--- config.mk ---
export PLATFORM = sky130hd
export DESIGN_NAME = draw_scan_flat
export DESIGN_NICKNAME = d
export VERILOG_FILES = /design/src/rtl/draw_scan_if.sv /design/src/rtl/draw_scan.sv /design/src/flat_wrapper.sv
export SDC_FILE = /design/constraint.sdc
export NUM_CORES = 1
export LEC_CHECK = 0
export CAP_MARGIN = 20
export CORE_MARGIN = 5
export CORE_UTILIZATION = 30
export DETAILED_ROUTE_END_ITERATION = 12
export PLACE_DENSITY = 0.49
export SLEW_MARGIN = 10
export SYNTH_ARGS = -nofsm -noshare
export SYNTH_HDL_FRONTEND = slang
export SYNTH_SLANG_ARGS = --single-unit
--- constraint.sdc ---
create_clock -name CLK -period 7.6 [get_ports CLK]
set_clock_uncertainty 0.2 [all_clocks]
set_input_delay 1.52 -clock CLK [delete_from_list [all_inputs] [get_ports CLK]]
set_output_delay 1.52 -clock CLK [all_outputs]
set_load 0.005 [all_outputs]
--- src/rtl/draw_scan_if.sv ---
// Bus between draw_scan and its neighbours: the blit rectangle from the address stage, the VRAM command port and the status outputs.
// The master modport is the scan block's view, and the slave modport is the environment's view.
interface draw_scan_if;
    logic        STARTBLT;
    logic [1:0]  VALID;
    logic [8:0]  OVA_SPOSX;
    logic [13:0] OVA_SPOSY;
    logic [8:0]  OVA_DPOSX;
    logic [13:0] OVA_DPOSY;
    logic [8:0]  OVA_WIDTH;
    logic [9:0]  OVA_HEIGHT;
    logic        CMD_ACK;
    logic        CMD_REQ;
    logic        CMD_WRITE;
    logic [22:0] CMD_ADR;
    logic [8:0]  CMD_LEN;
    logic        BUSY_SCAN;
    logic        DONE_SCAN;
    logic [1:0]  ERROR_SCAN;

    modport master (
        input  STARTBLT, VALID, OVA_SPOSX, OVA_SPOSY, OVA_DPOSX, OVA_DPOSY,
               OVA_WIDTH, OVA_HEIGHT, CMD_ACK,
        output CMD_REQ, CMD_WRITE, CMD_ADR, CMD_LEN, BUSY_SCAN, DONE_SCAN, ERROR_SCAN
    );

    modport slave (
        output STARTBLT, VALID, OVA_SPOSX, OVA_SPOSY, OVA_DPOSX, OVA_DPOSY,
               OVA_WIDTH, OVA_HEIGHT, CMD_ACK,
        input  CMD_REQ, CMD_WRITE, CMD_ADR, CMD_LEN, BUSY_SCAN, DONE_SCAN, ERROR_SCAN
    );
endinterface

--- src/rtl/draw_scan.sv ---
// Walks a blit rectangle row by row and issues VRAM burst commands (<= MAXBURST words) over REQ/ACK; first REQ 1 cycle after STARTBLT.
// Commands hold stable until ACK. Optional DRAW_SCAN_BOUNDCHK_EN rejects rectangles that overrun the address fields.
module draw_scan #(
    parameter int unsigned MAXBURST = 64
) (
    input  logic       CLK,
    input  logic       RST,
    input  logic       INIT,
    draw_scan_if.master bus
);

    typedef enum logic [2:0] {IDLE, RD, WR, NEXT, FIN} state_t;

    localparam logic [9:0] MAXB = 10'(MAXBURST);

    state_t      state_q, state_d;
    logic        bitblt_q, bitblt_d;
    logic [8:0]  sposx_q, sposx_d, dposx_q, dposx_d, width_q, width_d;
    logic [13:0] sposy_q, sposy_d, dposy_q, dposy_d;
    logic [9:0]  height_q, height_d;
    logic [9:0]  xoff_q, xoff_d, row_q, row_d;
    logic [1:0]  err_q, err_d;

    logic [9:0]  rem, xnext, row_inc;
    logic [8:0]  len, posx, adr_x;
    logic [13:0] posy, adr_y;
    logic        start_ok, oob;

    // Burst geometry is derived from the registered counters only
    always_comb begin
        rem     = {1'b0, width_q} - xoff_q;
        len     = (rem > MAXB) ? MAXB[8:0] : rem[8:0];
        xnext   = xoff_q + {1'b0, len};
        row_inc = row_q + 10'd1;
        posx    = (state_q == RD) ? sposx_q : dposx_q;
        posy    = (state_q == RD) ? sposy_q : dposy_q;
        adr_x   = posx + xoff_q[8:0];
        adr_y   = posy + {4'b0, row_q};
    end

    assign start_ok = bus.STARTBLT && (bus.VALID == 2'b01 || bus.VALID == 2'b10);

`ifdef DRAW_SCAN_BOUNDCHK_EN
    always_comb begin
        oob = (({1'b0, bus.OVA_DPOSY} + {5'b0, bus.OVA_HEIGHT}) > 15'd16384) ||
              (({1'b0, bus.OVA_DPOSX} + {1'b0, bus.OVA_WIDTH}) > 10'd512);
        if (bus.VALID[1])
            oob = oob ||
                  (({1'b0, bus.OVA_SPOSY} + {5'b0, bus.OVA_HEIGHT}) > 15'd16384) ||
                  (({1'b0, bus.OVA_SPOSX} + {1'b0, bus.OVA_WIDTH}) > 10'd512);
    end
`else
    assign oob = 1'b0;
`endif

    always_ff @(posedge CLK or posedge RST) begin
        if (RST) begin
            state_q <= IDLE;
        end else if (INIT) begin
            state_q <= IDLE;
        end else begin
            state_q <= state_d;
        end
    end

    always_ff @(posedge CLK or posedge RST) begin
        if (RST) begin
            bitblt_q <= 1'b0; sposx_q <= '0; sposy_q <= '0; dposx_q <= '0; dposy_q <= '0;
            width_q  <= '0;   height_q <= '0; xoff_q <= '0; row_q <= '0; err_q <= '0;
        end else if (INIT) begin
            bitblt_q <= 1'b0; sposx_q <= '0; sposy_q <= '0; dposx_q <= '0; dposy_q <= '0;
            width_q  <= '0;   height_q <= '0; xoff_q <= '0; row_q <= '0; err_q <= '0;
        end else begin
            bitblt_q <= bitblt_d; sposx_q <= sposx_d; sposy_q <= sposy_d;
            dposx_q  <= dposx_d;  dposy_q <= dposy_d; width_q <= width_d;
            height_q <= height_d; xoff_q  <= xoff_d;  row_q   <= row_d; err_q <= err_d;
        end
    end

    always_comb begin
        state_d  = state_q;
        bitblt_d = bitblt_q;
        sposx_d  = sposx_q;
        sposy_d  = sposy_q;
        dposx_d  = dposx_q;
        dposy_d  = dposy_q;
        width_d  = width_q;
        height_d = height_q;
        xoff_d   = xoff_q;
        row_d    = row_q;
        err_d    = err_q;

        if (bus.STARTBLT && state_q != IDLE)
            err_d[0] = 1'b1;

        unique case (state_q)
            IDLE: begin
                if (start_ok) begin
                    bitblt_d = bus.VALID[1];
                    sposx_d  = bus.OVA_SPOSX;
                    sposy_d  = bus.OVA_SPOSY;
                    dposx_d  = bus.OVA_DPOSX;
                    dposy_d  = bus.OVA_DPOSY;
                    width_d  = bus.OVA_WIDTH;
                    height_d = bus.OVA_HEIGHT;
                    xoff_d   = '0;
                    row_d    = '0;
                    if (oob) begin
                        err_d[1] = 1'b1;
                        state_d  = FIN;
                    end else if (bus.OVA_WIDTH == '0 || bus.OVA_HEIGHT == '0) begin
                        state_d  = FIN;
                    end else begin
                        state_d  = bus.VALID[1] ? RD : WR;
                    end
                end
            end
            RD: begin
                if (bus.CMD_ACK)
                    state_d = WR;
            end
            WR: begin
                if (bus.CMD_ACK) begin
                    xoff_d  = xnext;
                    state_d = (xnext < {1'b0, width_q}) ? (bitblt_q ? RD : WR) : NEXT;
                end
            end
            NEXT: begin
                xoff_d  = '0;
                row_d   = row_inc;
                state_d = (row_inc == height_q) ? FIN : (bitblt_q ? RD : WR);
            end
            FIN: begin
                state_d = IDLE;
            end
            default: begin
                state_d = IDLE;
            end
        endcase
    end

    always_comb begin
        bus.CMD_REQ    = (state_q == RD) || (state_q == WR);
        bus.CMD_WRITE  = (state_q == WR);
        bus.CMD_ADR    = bus.CMD_REQ ? {adr_y, adr_x} : '0;
        bus.CMD_LEN    = bus.CMD_REQ ? len : '0;
        bus.BUSY_SCAN  = (state_q != IDLE);
        bus.DONE_SCAN  = (state_q == FIN);
        bus.ERROR_SCAN = err_q;
    end

endmodule

--- src/flat_wrapper.sv ---
// flat-port wrapper written by rule: the top's interface ports become plain ports
module draw_scan_flat 
#(
    parameter int unsigned MAXBURST = 64
)
  (CLK, RST, INIT, bus_STARTBLT, bus_VALID, bus_OVA_SPOSX, bus_OVA_SPOSY, bus_OVA_DPOSX, bus_OVA_DPOSY, bus_OVA_WIDTH, bus_OVA_HEIGHT, bus_CMD_ACK, bus_CMD_REQ, bus_CMD_WRITE, bus_CMD_ADR, bus_CMD_LEN, bus_BUSY_SCAN, bus_DONE_SCAN, bus_ERROR_SCAN);
  draw_scan_if bus_i ();
  input  logic CLK;
  input  logic RST;
  input  logic INIT;
  input wire logic [$bits(bus_i.STARTBLT)-1:0] bus_STARTBLT;
  input wire logic [$bits(bus_i.VALID)-1:0] bus_VALID;
  input wire logic [$bits(bus_i.OVA_SPOSX)-1:0] bus_OVA_SPOSX;
  input wire logic [$bits(bus_i.OVA_SPOSY)-1:0] bus_OVA_SPOSY;
  input wire logic [$bits(bus_i.OVA_DPOSX)-1:0] bus_OVA_DPOSX;
  input wire logic [$bits(bus_i.OVA_DPOSY)-1:0] bus_OVA_DPOSY;
  input wire logic [$bits(bus_i.OVA_WIDTH)-1:0] bus_OVA_WIDTH;
  input wire logic [$bits(bus_i.OVA_HEIGHT)-1:0] bus_OVA_HEIGHT;
  input wire logic [$bits(bus_i.CMD_ACK)-1:0] bus_CMD_ACK;
  output wire logic [$bits(bus_i.CMD_REQ)-1:0] bus_CMD_REQ;
  output wire logic [$bits(bus_i.CMD_WRITE)-1:0] bus_CMD_WRITE;
  output wire logic [$bits(bus_i.CMD_ADR)-1:0] bus_CMD_ADR;
  output wire logic [$bits(bus_i.CMD_LEN)-1:0] bus_CMD_LEN;
  output wire logic [$bits(bus_i.BUSY_SCAN)-1:0] bus_BUSY_SCAN;
  output wire logic [$bits(bus_i.DONE_SCAN)-1:0] bus_DONE_SCAN;
  output wire logic [$bits(bus_i.ERROR_SCAN)-1:0] bus_ERROR_SCAN;
  assign bus_i.STARTBLT = bus_STARTBLT;
  assign bus_i.VALID = bus_VALID;
  assign bus_i.OVA_SPOSX = bus_OVA_SPOSX;
  assign bus_i.OVA_SPOSY = bus_OVA_SPOSY;
  assign bus_i.OVA_DPOSX = bus_OVA_DPOSX;
  assign bus_i.OVA_DPOSY = bus_OVA_DPOSY;
  assign bus_i.OVA_WIDTH = bus_OVA_WIDTH;
  assign bus_i.OVA_HEIGHT = bus_OVA_HEIGHT;
  assign bus_i.CMD_ACK = bus_CMD_ACK;
  assign bus_CMD_REQ = bus_i.CMD_REQ;
  assign bus_CMD_WRITE = bus_i.CMD_WRITE;
  assign bus_CMD_ADR = bus_i.CMD_ADR;
  assign bus_CMD_LEN = bus_i.CMD_LEN;
  assign bus_BUSY_SCAN = bus_i.BUSY_SCAN;
  assign bus_DONE_SCAN = bus_i.DONE_SCAN;
  assign bus_ERROR_SCAN = bus_i.ERROR_SCAN;
  draw_scan #(.MAXBURST(MAXBURST)) u_core (.CLK(CLK), .RST(RST), .INIT(INIT), .bus(bus_i));
endmodule
# Yosys cells after proc, flatten, opt, wreduce, memory -nomap -nowiden
# Index checks and enable logic that the tools add are counted.
# Widths: inputs -> output; s select.
[word_totals] reg_bits=90
[classes] n_addsub=5 magnitude_cmp=2 eq_ne=10 mux=44 n_reduce_logical=18
[ops] cell="$mux 9" count=12
[ops] cell="$mux 14" count=7
[ops] cell="$mux 10" count=7
[ops] cell="$pmux 10 s3" count=1
[ops] cell="$mux 23" count=1
[ops] cell="$pmux 10 s2" count=1
[ops] cell="$mux 3" count=6
[ops] cell="$add 14x10->14" count=1
[ops] cell="$pmux 3 s4" count=1
[ops] cell="$add 10x1->10 const B" count=1
[ops] cell="$add 10x9->10" count=1
[ops] cell="$eq 10x10->1" count=1
[ops] cell="$gt 10x7->1 const B" count=1
[ops] cell="$logic_not 10->1" count=1
[ops] cell="$lt 10x9->1" count=1
[ops] cell="$sub 9x10->10" count=1
[ops] cell="$add 9x9->9" count=1
[ops] cell="$logic_not 9->1" count=1
[ops] cell="$eq 3x2->1 const B" count=2
[ops] cell="$mux 2" count=3
[ops] cell="$ne 3x3->1 const B" count=2
[ops] cell="$reduce_and 3->1" count=2
[ops] cell="$reduce_bool 2->1" count=3
[ops] cell="$reduce_bool 3->1" count=2
[ops] cell="11 further kinds" count=19

# Depth between registers and ports, before layout
# Gate-level depths: netlist of run 1.
[depth] ltp_word=9 ltp_mapped=29 depth_no_buf=28

# Worst setup path after synthesis of run 1
# No wires, ideal clock.
[synth_path] kind="reg-to-reg" from="register u_core.xoff_q[2]" to="register u_core.state_q[1]" t_arrival_ns=5.770 required_ns=7.276 path_slack_ns=1.506 path_stages_with_launch=26 n_path_buf=2 period_less_slack_ns=6.094 cell_sequence="dfrtp_1 > clkbuf_1 > inv_1 > ha_1 > o21ai_1 > a2111oi_0 > a211oi_1 > a41o_1 > nor4b_2 > buf_2 > and2_1 > ha_1 > a21o_1 > a21o_1 > and3_1 > o211a_4 > a211oi_2 > nor2_1 > xnor2_1 > ha_1 > a2111oi_0 > nand2b_1 > o21ai_0 > nand2_1 > mux2i_1 > o21ai_1"
[synth_between] elab_chain_len=9
[synth_rtl] element="start: declaration" line_no="draw_scan.sv:21" source="logic [9:0] xoff_q, xoff_d, row_q, row_d;"
[synth_rtl] element="start signal: assignment" line_no="draw_scan.sv:76" source="height_q <= height_d; xoff_q <= xoff_d; row_q <= row_d; err_q <= err_d;"
[synth_rtl] element="$sub 9x10->10" line_no="draw_scan.sv:31" source="rem = {1'b0, width_q} - xoff_q;"
[synth_rtl] element="$gt 10x7->1" line_no="draw_scan.sv:32" source="len = (rem > MAXB) ? MAXB[8:0] : rem[8:0];"
[synth_rtl] element="$mux 9" line_no="draw_scan.sv:32"
[synth_rtl] element="$add 10x9->10 *" line_no="draw_scan.sv:33" source="xnext = xoff_q + {1'b0, len};"
[synth_rtl] element="$lt 10x9->1 *" line_no="draw_scan.sv:125" source="state_d = (xnext < {1'b0, width_q}) ? (bitblt_q ? RD : WR) : NEXT;"
[synth_rtl] element="$mux 2 *" line_no="draw_scan.sv:125"
[synth_rtl] element="$mux 3 *" line_no="draw_scan.sv:123" source="if (bus.CMD_ACK) begin"
[synth_rtl] element="$pmux 3 s4 *" line_no="draw_scan.sv:96" source="unique case (state_q)"
[synth_rtl] element="$mux 3 *" line_no="draw_scan.sv:59" source="end else if (INIT) begin"
[synth_rtl] element="end signal: assignment" line_no="draw_scan.sv:62" source="state_q <= state_d;"
[synth_rtl] element="end: declaration" line_no="draw_scan.sv:16" source="state_t state_q, state_d;"
# Every way passes the cells marked *; elsewhere a longest branch is shown, timed or not. The select of a mux whose other input is x is not followed.
# A chain may end at the register's enable or synchronous reset.

# Worst setup path after layout of run 1
[layout_path] from="register u_core.state_q[1]" to="output port bus_CMD_ADR[21]"
[layout_between] elab_chain_len=4 word_cells_on_any_way=6 classes_between="add/sub: 1; eq/ne: 2; mux: 2; reduce/logical: 1"
[layout_rtl] element="$eq 3x1->1" line_no="draw_scan.sv:36, draw_scan.sv:143"
[layout_rtl] element="$mux 14" line_no="draw_scan.sv:36" source="posy = (state_q == RD) ? sposy_q : dposy_q;"
[layout_rtl] element="$add 14x10->14" line_no="draw_scan.sv:38" source="adr_y = posy + {4'b0, row_q};"
[layout_rtl] element="$mux 23 *" line_no="draw_scan.sv:145" source="bus.CMD_ADR = bus.CMD_REQ ? {adr_y, adr_x} : '0;"
[layout_rtl] element="end: declaration" line_no="flat_wrapper.sv:22" source="output wire logic [$bits(bus_i.CMD_ADR)-1:0] bus_CMD_ADR;"
# Every way passes the cells marked *; elsewhere a longest branch is shown, timed or not.

==> results of run 1 <==
power by group through the flow:
stage / Sequential (mW) / Combinational, mW / Clock (mW)
6_report: 0.571 / 0.627 / 0.566
4_1_cts: 0.572 / 0.631 / 0.583
5_1_grt: 0.579 / 0.702 / 0.600
3_3_place_gp: 0.580 / 0.629 / 0
3_5_place_dp: 0.581 / 0.627 / 0
2_1_floorplan: 0.561 / 0.424 / 0
worst max path at each step:
stage                                  from                end  slack, ns
after floorplan            u_core.xoff_q[2]  u_core.state_q[1]       1.51
after global placement     u_core.xoff_q[1]  u_core.state_q[1]       1.30
after detailed placement  u_core.width_q[0]  u_core.state_q[1]       1.15
after CTS                 u_core.state_q[1]    bus_CMD_ADR[21]       1.02
after global routing      u_core.state_q[2]    bus_CMD_ADR[21]       0.67
final                     u_core.state_q[1]    bus_CMD_ADR[21]       1.09
placed cells by master, fill, tap and decap left out, types with 11 or more instances in the layout:
master,n
nand3_1,19
ha_1,41
clkdlybuf4s50_1,105
nor3_1,20
o21ai_0,104
nor2b_1,11
xor2_1,15
dfrtp_1,90
inv_1,40
a22o_1,11
xnor2_1,31
nand2_1,164
nand2b_1,72
a21oi_1,30
nor2_1,60
state kept, by name (all words and copies together), names as in the netlist:
signal and cells:
u_core.dposy_q 14, u_core.sposy_q 14, u_core.height_q 10, u_core.row_q 10, u_core.xoff_q 10, u_core.dposx_q 9
u_core.sposx_q 9, u_core.width_q 9, u_core.state_q 3, u_core.bitblt_q 1, u_core.bus.ERROR_SCAN 1
final cells by class:
type | instances | area, um2 | share of cell area [%]
timing repair buffer | 114 | 1140 | 13.2
clock buffer | 9 | 225 | 2.62
tap | 285 | 357 | 4.14
inverter | 41 | 155 | 1.80
sequential | 90 | 2250 | 26.2
multi-input combinational | 704 | 4330 | 50.3
clock inverter | 7 | 148 | 1.72
per-layer routing:
| metal | GRT usage [%] | vias up | wire length, um |
|---|---|---|---|
| li1 | - | 3145 | - |
| met1 | 20.0 | 2766 | 9490 |
| met2 | 23.6 | 85 | 8740 |
| met3 | 2.33 | 17 | 648 |
| met4 | 4.42 | 0 | 286 |
| met5 | 0 | - | 0 |
kinds of logic (layout without fill, tap and decap cells):
group           after synthesis  after routing
simple gates                392            392
compound gates              212            212
flops                        90             90
buf+inv                      87            171
fa+ha+maj                    46             46
xor+xnor                     46             46
mux                           3              3
other cells                   1              5
stage by stage:
step	std cells	utilization (%)	cell area, um2	total power [mW]	hold slack, ns
2_1_floorplan	881	-	6940	0.985	0.250
3_3_place_gp	1233	36.1	8210	1.21	0.262
3_5_place_dp	1233	36.1	8210	1.21	0.270
4_1_cts	1249	37.8	8580	1.79	0.285
5_1_grt	1250	37.9	8610	1.88	0.296
6_report	1250	37.9	8610	1.76	0.281
critical path: stages (launching register included):
cell and delay [ns]:
dfrtp_1 0.49, nor2_1 0.18, and2_1 0.50, nand2_1 0.11
nand2_1 0.08, ha_1 0.16, inv_1 0.06, fa_1 0.37
nor2b_1 0.16, o21ai_0 0.12, a21boi_0 0.26, o21ai_0 0.15
a21boi_0 0.28, o21ai_0 0.15, a21oi_1 0.22, o21a_1 0.15
o21ai_0 0.13, xor2_1 0.17, o22ai_1 0.20, clkdlybuf4s50_1 0.54
==> impl_metrics.ini, run 1 <==
[run_status]
status = complete, no violations

[logic_synthesis]
syn_area_um2 = 6920
post-synth-top-area-fraction_pct = 32.5
synth_seq_cells = 90
synth_mux_area_share_pct = 0.452
synth_fa_ha_area_share_pct = 8.71
yosysSeqAreaShare_pct = 32.5
synth.top_cells.by_count = 164 x nand2_1, 104 x o21ai_0, 90 x dfrtp_1, 72 x nand2b_1, 60 x nor2_1
ys.flop_type = dfrtp_1
yosysWarnings = 0
synth_top_family_by_area = simple AND/OR/NAND/NOR gates
yosysMostFrequentCell = nand2_1
synthSimpleGateAreaFrac_pct = 27.2
synth_area_leaders = dfrtp_1 33%, nand2_1 8.9%, o21ai_0 7.5%
synth_xor_area_share_pct = 5.82
synth.distinct_cells = 66
synth_compound_area_share_pct = 20.0
netlist_instances = 877
avgSynthCellArea_um2 = 7.89
synthArstFlopShare_pct = 100
synth_area_leader_cell = dfrtp_1
synth-edff-count = 0

[placement]
dpl_worst_slack_ns = 1.15
port_buffers = 106
hpwl_um = 14500
gp_congestion = 0.839

[floorplanning]
die_x_um = 162
start_util_pct = 30.5
row_count = 55
fp.dieH_um = 162
core-area_um2 = 22700
top_level_ports = 110
die_area_um2 = 26200

[finish]
antenna_cells = 0
drive_gt1_share_pct = 4.46
syn_to_final_growth_pct = 24.3
nets = 1077
n_fill_cell = 2416

[worst_hold_path]
holdPathEnd = u_core.dposx_q[7]
hp-start = u_core.dposx_q[7]
hold_depth = 2
hold_class = reg -> reg

[clock_network]
htreeDepth = 3
postCtsHoldBufs = 0
clk_pin_slew_worst_paths_ns = 0.06
cts_setup_buffers = 0
clock-root-buffer = clkbuf_16
cts_buffer_depth = 2
ctsResizeCount = 0
clkLatencyLatePin_ns = 0.35
cts_buffers = 9
cts_sinks = 90
cts_tree = done

[critical_path]
r2r-end = u_core.state_q[1]
cp_max_fo = 12
r2r_slack_ns = 1.12
crit_arrival_ns = 4.79
cp-end-kind = output port
crit_type = reg -> out
cp-start-kind = register
worstPathRequired_ns = 5.88
timing.rr.start = u_core.width_q[0]
reg2regPathDepth = 26

[global_route]
grtUsageTotal_pct = 14.5
grt_remaining_overflow = 0
grt_max_degree = 121
grt_pass1_wl_um = 31000
grt_pass1_vias = 5912
antenna_found_initial = 0

[timing]
relSlewSlack_pct = 42.0
final-hold-violation-count = 0
setup_viol_count_final = 0
setup_slack_ns = 1.09
worst_pin_slew_ns = 0.871
timing.final.crit_period_ns = 6.51
finalMaxSlewViolations = 0
fmax_mhz = 154
finalCritPeriodShare_pct = 85.7
tns_ns = 0
rsz0062_at_grt = false

[power_and_ir_drop]
combPwrFrac_pct = 35.6
p_int_mw = 1.16
p_leak_nw = 3.75
sequentialPowerShare_pct = 32.4
sw_frac_of_total_pct = 34.3
p_clk_share_pct = 32.1
cellPowerDensity_nw_per_um2 = 205
switchingPower_mw = 0.605
peakVddDrop_uv = 104

[drt]
antenna_left = 0
drtIter0Drc = 281
wl_um = 19200
vias = 6013
wl_per_cell_um = 15.3
drtPass1Iterations = 4
vias_per_cell = 4.81
drc = 0

[flow_run]
maxCapViolCount = 0
No activity file was read; power rests on OpenSTA's default activity.
==> run 2, diff against run 1 <==
--- a/config.mk
+++ b/config.mk
@@ -6,10 +6,13 @@
 export NUM_CORES = 1
 export LEC_CHECK = 0
 export CAP_MARGIN = 20
+export CELL_PAD_IN_SITES_DETAIL_PLACEMENT = 1
+export CELL_PAD_IN_SITES_GLOBAL_PLACEMENT = 1
 export CORE_MARGIN = 5
 export CORE_UTILIZATION = 30
 export DETAILED_ROUTE_END_ITERATION = 12
-export PLACE_DENSITY = 0.49
+export PLACE_DENSITY = 0.62
+export SETUP_SLACK_MARGIN = 0.1
 export SLEW_MARGIN = 10
 export SYNTH_ARGS = -nofsm -noshare
 export SYNTH_HDL_FRONTEND = slang
==> run 2 against run 1 <==
Compared with the run above: final area shrank 1.2%; clock power is 20% lower; sequential cell count stayed put; routed wire length rose by 9.2%; sequential power about the same; first-iteration DRC count decreased by 22%; via count is 2.4% higher; register-to-register slack lost 0.03 ns; global-route usage up 1.6 points; combinational power up 0.6%; critical path type unchanged; highest routed layer is now met5.
==> impl_metrics.ini, run 2 (synthesized netlist as in run 1, its figures left out) <==
[critical_path]
path_cells = nor2_1, and2_1, nand2_1, nand2_1, ha_1, inv_1, fa_1, nor2b_1, o21ai_0, a21boi_0, o21ai_0, a21boi_0, o21ai_0, a21oi_1, o21a_1, o21ai_0, xor2_1, o22ai_1, clkdlybuf4s50_1
crit_arrival_ns = 4.92
cp_max_fo = 12
cp-end-kind = output port
worstPathRequired_ns = 5.88
cpMostUsedCell = o21ai_0
crit_slowest_cell = clkdlybuf4s50_1
slowest_delay_ns = 0.54
cp-start-kind = register
crit_type = reg -> out

[timing]
fmax_mhz = 151
finalMaxSlewViolations = 0
final-hold-violation-count = 0
finalCritPeriodShare_pct = 87.3
timing.final.crit_period_ns = 6.64
setup_viol_count_final = 0
tns_ns = 0
worst_pin_slew_ns = 0.979
rsz0062_at_grt = false
setup_slack_ns = 0.964
holdWs_ns = 0.284
relSlewSlack_pct = 34.6

[finish]
nets = 1076
final_cell_mix = 164 x nand2_1, 105 x clkdlybuf4s50_1, 104 x o21ai_0, 90 x dfrtp_1, 72 x nand2b_1
syn_to_final_growth_pct = 22.9
final_common_cell = nand2_1
antenna_cells = 0
drive_gt1_share_pct = 4.46
largest_registers = u_core.dposy_q: 14 flops, u_core.sposy_q: 14 flops
final_area_um2 = 8510
instances_no_fill = 1249
fin_util_pct = 37.5

[power_and_ir_drop]
cellPowerDensity_nw_per_um2 = 195
power_mw = 1.66
p_leak_nw = 3.70
peakVddDrop_uv = 114

[drt]
wl_um = 20900
vias = 6160
wl_per_cell_um = 16.8
vias_per_cell = 4.93
drtPass1Iterations = 4
antenna_left = 0
drc = 0
drtIter0Drc = 218

[global_route]
grt_remaining_overflow = 0
grt_pass1_wl_um = 34200
antenna_found_initial = 2
grt_pass1_vias = 6578
grt_max_degree = 77
grtUsageTotal_pct = 16.1

[floorplanning]
start_util_pct = 30.5
die_x_um = 162
top_level_ports = 110
row_count = 55
die_area_um2 = 26200
core-area_um2 = 22700
fp.dieH_um = 162

[flow_run]
maxCapViolCount = 0

[clock_network]
clk_pin_slew_worst_paths_ns = 0.07
postCtsHoldBufs = 0
cts_buffer_depth = 2
clkLatencyLatePin_ns = 0.35
cts_tree = done
clock-root-buffer = clkbuf_16
cts_sinks = 90
cts_buffers = 9
ctsResizeCount = 0
cts_setup_buffers = 0
htreeDepth = 3

[placement]
gp_congestion = 0.812
dpl-instance-area_um2 = 8210
dpl_worst_slack_ns = 1.14
dp_cells = 1233
hpwl_um = 16100
port_buffers = 106

[worst_hold_path]
hold_class = reg -> reg

[run_status]
status = complete, no violations
[run 2: final cells by class]
type / count / area [um2]
Fill cell: 2773 / 14200
Multi-Input combinational cell: 704 / 4340
Sequential cell: 90 / 2250
Timing Repair Buffer: 113 / 1110
Tap cell: 285 / 357
Clock buffer: 9 / 225
Inverter: 41 / 155
Clock inverter: 7 / 72.6
[run 2: path summary, 6_finish.rpt]
kind / from / end / slack (ns) / cells past startpoint
worst max-delay path: u_core.state_q[1] / bus_CMD_ADR[21] / 0.96 / 19
worst min-delay path: u_core.sposx_q[4] / u_core.sposx_q[4] / 0.28 / 2
worst max register to register: u_core.width_q[0] / u_core.state_q[1] / 1.09 / 26
worst min register to register: u_core.sposx_q[4] / u_core.sposx_q[4] / 0.28 / 2
max in group asynchronous: RST / u_core.sposy_q[11] / 4.68 / 3
min in group asynchronous: RST / u_core.bus.ERROR_SCAN[0] / 1.27 / 2
[run 2: power breakdown]
part	total (mW)	leakage, nW	switching, mW	internal, mW
sequential	0.574	1.19	0.0469	0.527
clock	0.452	0.143	0.220	0.232
combinational	0.631	2.37	0.363	0.268
total	1.66	3.70	0.630	1.03
[run 2: worst max-delay path, delay by kind of cell (launching register included)]
kind            cells  cell delay, ns
xor+xnor            1            0.18
buf+inv             2            0.60
simple gates        5            1.07
fa+ha+maj           2            0.53
flops               1            0.50
compound gates      9            1.68
[run 2: routing by layer]
metal | share of wire, % | GRT usage, % | vias to the layer above
li1 | - | - | 3129
met1 | 47 | 21.3 | 2927
met2 | 48 | 27.8 | 82
met3 | 3.2 | 2.89 | 18
met4 | 0.98 | 3.08 | 4
met5 | 0.12 | 0 | -
==> run 3, diff against run 2 <==
--- a/config.mk
+++ b/config.mk
@@ -11,9 +11,9 @@
 export CORE_MARGIN = 5
 export CORE_UTILIZATION = 30
 export DETAILED_ROUTE_END_ITERATION = 12
-export PLACE_DENSITY = 0.62
+export PLACE_DENSITY_LB_ADDON = 0.1
 export SETUP_SLACK_MARGIN = 0.1
-export SLEW_MARGIN = 10
+export SLEW_MARGIN = 30
 export SYNTH_ARGS = -nofsm -noshare
 export SYNTH_HDL_FRONTEND = slang
 export SYNTH_SLANG_ARGS = --single-unit
==> run 3 against run 2 <==
Compared with the run above: worst hold slack got worse by 0.0040 ns; global-route usage decreased by 0.074 points; maximum frequency increased by 0.98%; first-iteration DRC count increased by 23%; final area about the same; register-to-register slack got worse by 0.06 ns; largest power group unchanged; sequential cell count unchanged; combinational power increased by 1%; power increased by 0.29%; largest cell class unchanged; worst setup slack improved by 0.064 ns; via count decreased by 0.26%.
==> impl_metrics.ini, run 3 (synthesized netlist as in run 1, its figures left out) <==
[run_status]
status = complete, no violations

[floorplanning]
row_count = 55
fp.dieH_um = 162
die_x_um = 162
die_area_um2 = 26200
start_util_pct = 30.5
top_level_ports = 110
core-area_um2 = 22700

[power_and_ir_drop]
cellPowerDensity_nw_per_um2 = 195
peakVddDrop_uv = 113
p_leak_nw = 3.70

[finish]
final_cell_mix = 164 x nand2_1, 105 x clkdlybuf4s50_1, 104 x o21ai_0, 90 x dfrtp_1, 72 x nand2b_1
n_fill_cell = 2753
largest_registers = u_core.dposy_q: 14 flops, u_core.sposy_q: 14 flops
final_area_um2 = 8500
nets = 1077
antenna_cells = 0
drive_gt1_share_pct = 4.46
syn_to_final_growth_pct = 22.8
final_common_cell = nand2_1

[drt]
wl_um = 21200
vias = 6144
drtIter0Drc = 269
vias_per_cell = 4.92
drtPass1Iterations = 4
drc = 0
antenna_left = 0
wl_per_cell_um = 17.0

[placement]
port_buffers = 106
gp_congestion = 0.890
dpl-instance-area_um2 = 8220
hpwl_um = 16200

[timing]
finalCritPeriodShare_pct = 86.5
final-hold-violation-count = 0
setup_viol_count_final = 0
relSlewSlack_pct = 48.1
worst_pin_slew_ns = 0.775
fmax_mhz = 152
finalMaxSlewViolations = 0
timing.final.crit_period_ns = 6.57
rsz0062_at_grt = false
tns_ns = 0

[critical_path]
crit_type = reg -> out
r2r_slack_ns = 1.03
crit_arrival_ns = 4.85
cp_max_fo = 12
worstPathRequired_ns = 5.88
cp-start-kind = register
cp-end-kind = output port

[clock_network]
clk_pin_slew_worst_paths_ns = 0.07
postCtsHoldBufs = 0
cts_setup_buffers = 0
cts_sinks = 90
ctsResizeCount = 0
clkLatencyLatePin_ns = 0.34
cts_buffers = 9
cts_tree = done
htreeDepth = 3
clock-root-buffer = clkbuf_16
cts_buffer_depth = 2

[global_route]
grt_max_degree = 80
grt_pass1_wl_um = 33800
grt_pass1_vias = 6298
antenna_found_initial = 0
grt_remaining_overflow = 0
grtUsageTotal_pct = 16.0

[worst_hold_path]
hold_class = reg -> reg

[flow_run]
maxCapViolCount = 0
## run 3: cell types whose count changed in the layout (fill, tap and decap cells not counted)
cell	before	now
clkbuf_8	0	2
buf_4	7	8
clkinv_8	1	0
inv_6	1	0
inv_8	2	1
## run 3: stage by stage
step / setup WS [ns] / hold slack (ns) / power (mW) / instances / util (%)
3_3_place_gp: 1.17 / 0.262 / 1.22 / 1234 / 36.2
2_1_floorplan: 1.51 / 0.250 / 0.985 / 881 / -
3_5_place_dp: 1.02 / 0.271 / 1.23 / 1234 / 36.2
5_1_grt: 0.427 / 0.295 / 1.78 / 1249 / 37.4
6_report: 1.03 / 0.280 / 1.66 / 1249 / 37.4
4_1_cts: 0.943 / 0.288 / 1.69 / 1249 / 37.4
## run 3: path summary, 6_finish.rpt
kind / start / to / cells past startpoint
max reg2reg: u_core.width_q[0] / u_core.state_q[1] / 25
max: u_core.state_q[1] / bus_CMD_ADR[21] / 19
min in group asynchronous: RST / u_core.height_q[4] / 2
max in group asynchronous: RST / u_core.sposx_q[6] / 3
min reg2reg: u_core.dposx_q[3] / u_core.dposx_q[3] / 2
min: u_core.dposx_q[3] / u_core.dposx_q[3] / 2
## run 3: area by class of cell
class | instances | area (um2) | share of cell area, %
multi-input combinational | 704 | 4340 | 51.0
timing repair buffer | 114 | 1120 | 13.1
clock buffer | 11 | 253 | 2.97
clock inverter | 4 | 36.3 | 0.427
sequential | 90 | 2250 | 26.5
inverter | 41 | 155 | 1.82
tap | 285 | 357 | 4.19
## run 3: critical path: stages (launching register included)
cell	delay [ns]
dfrtp_1	0.50
nor2_1	0.18
and2_1	0.53
nand2_1	0.11
nand2_1	0.08
ha_1	0.16
inv_1	0.05
fa_1	0.38
nor2b_1	0.16
o21ai_0	0.12
a21boi_0	0.27
o21ai_0	0.15
a21boi_0	0.25
o21ai_0	0.14
a21oi_1	0.21
o21a_1	0.16
o21ai_0	0.14
xor2_1	0.17
o22ai_1	0.20
clkdlybuf4s50_1	0.54
## run 3: per-layer routing
layer	up-vias	GRT usage, %	part of all wire (%)
li1	3135	-	-
met4	0	3.00	1.0
met5	-	0	0
met1	2902	21.6	47
met2	95	27.1	48
met3	12	2.97	3.9
## run 3: where the power goes
part | internal, mW | switching, mW
clock network | 0.242 | 0.208
registers | 0.527 | 0.0463
logic | 0.271 | 0.367
total | 1.04 | 0.621
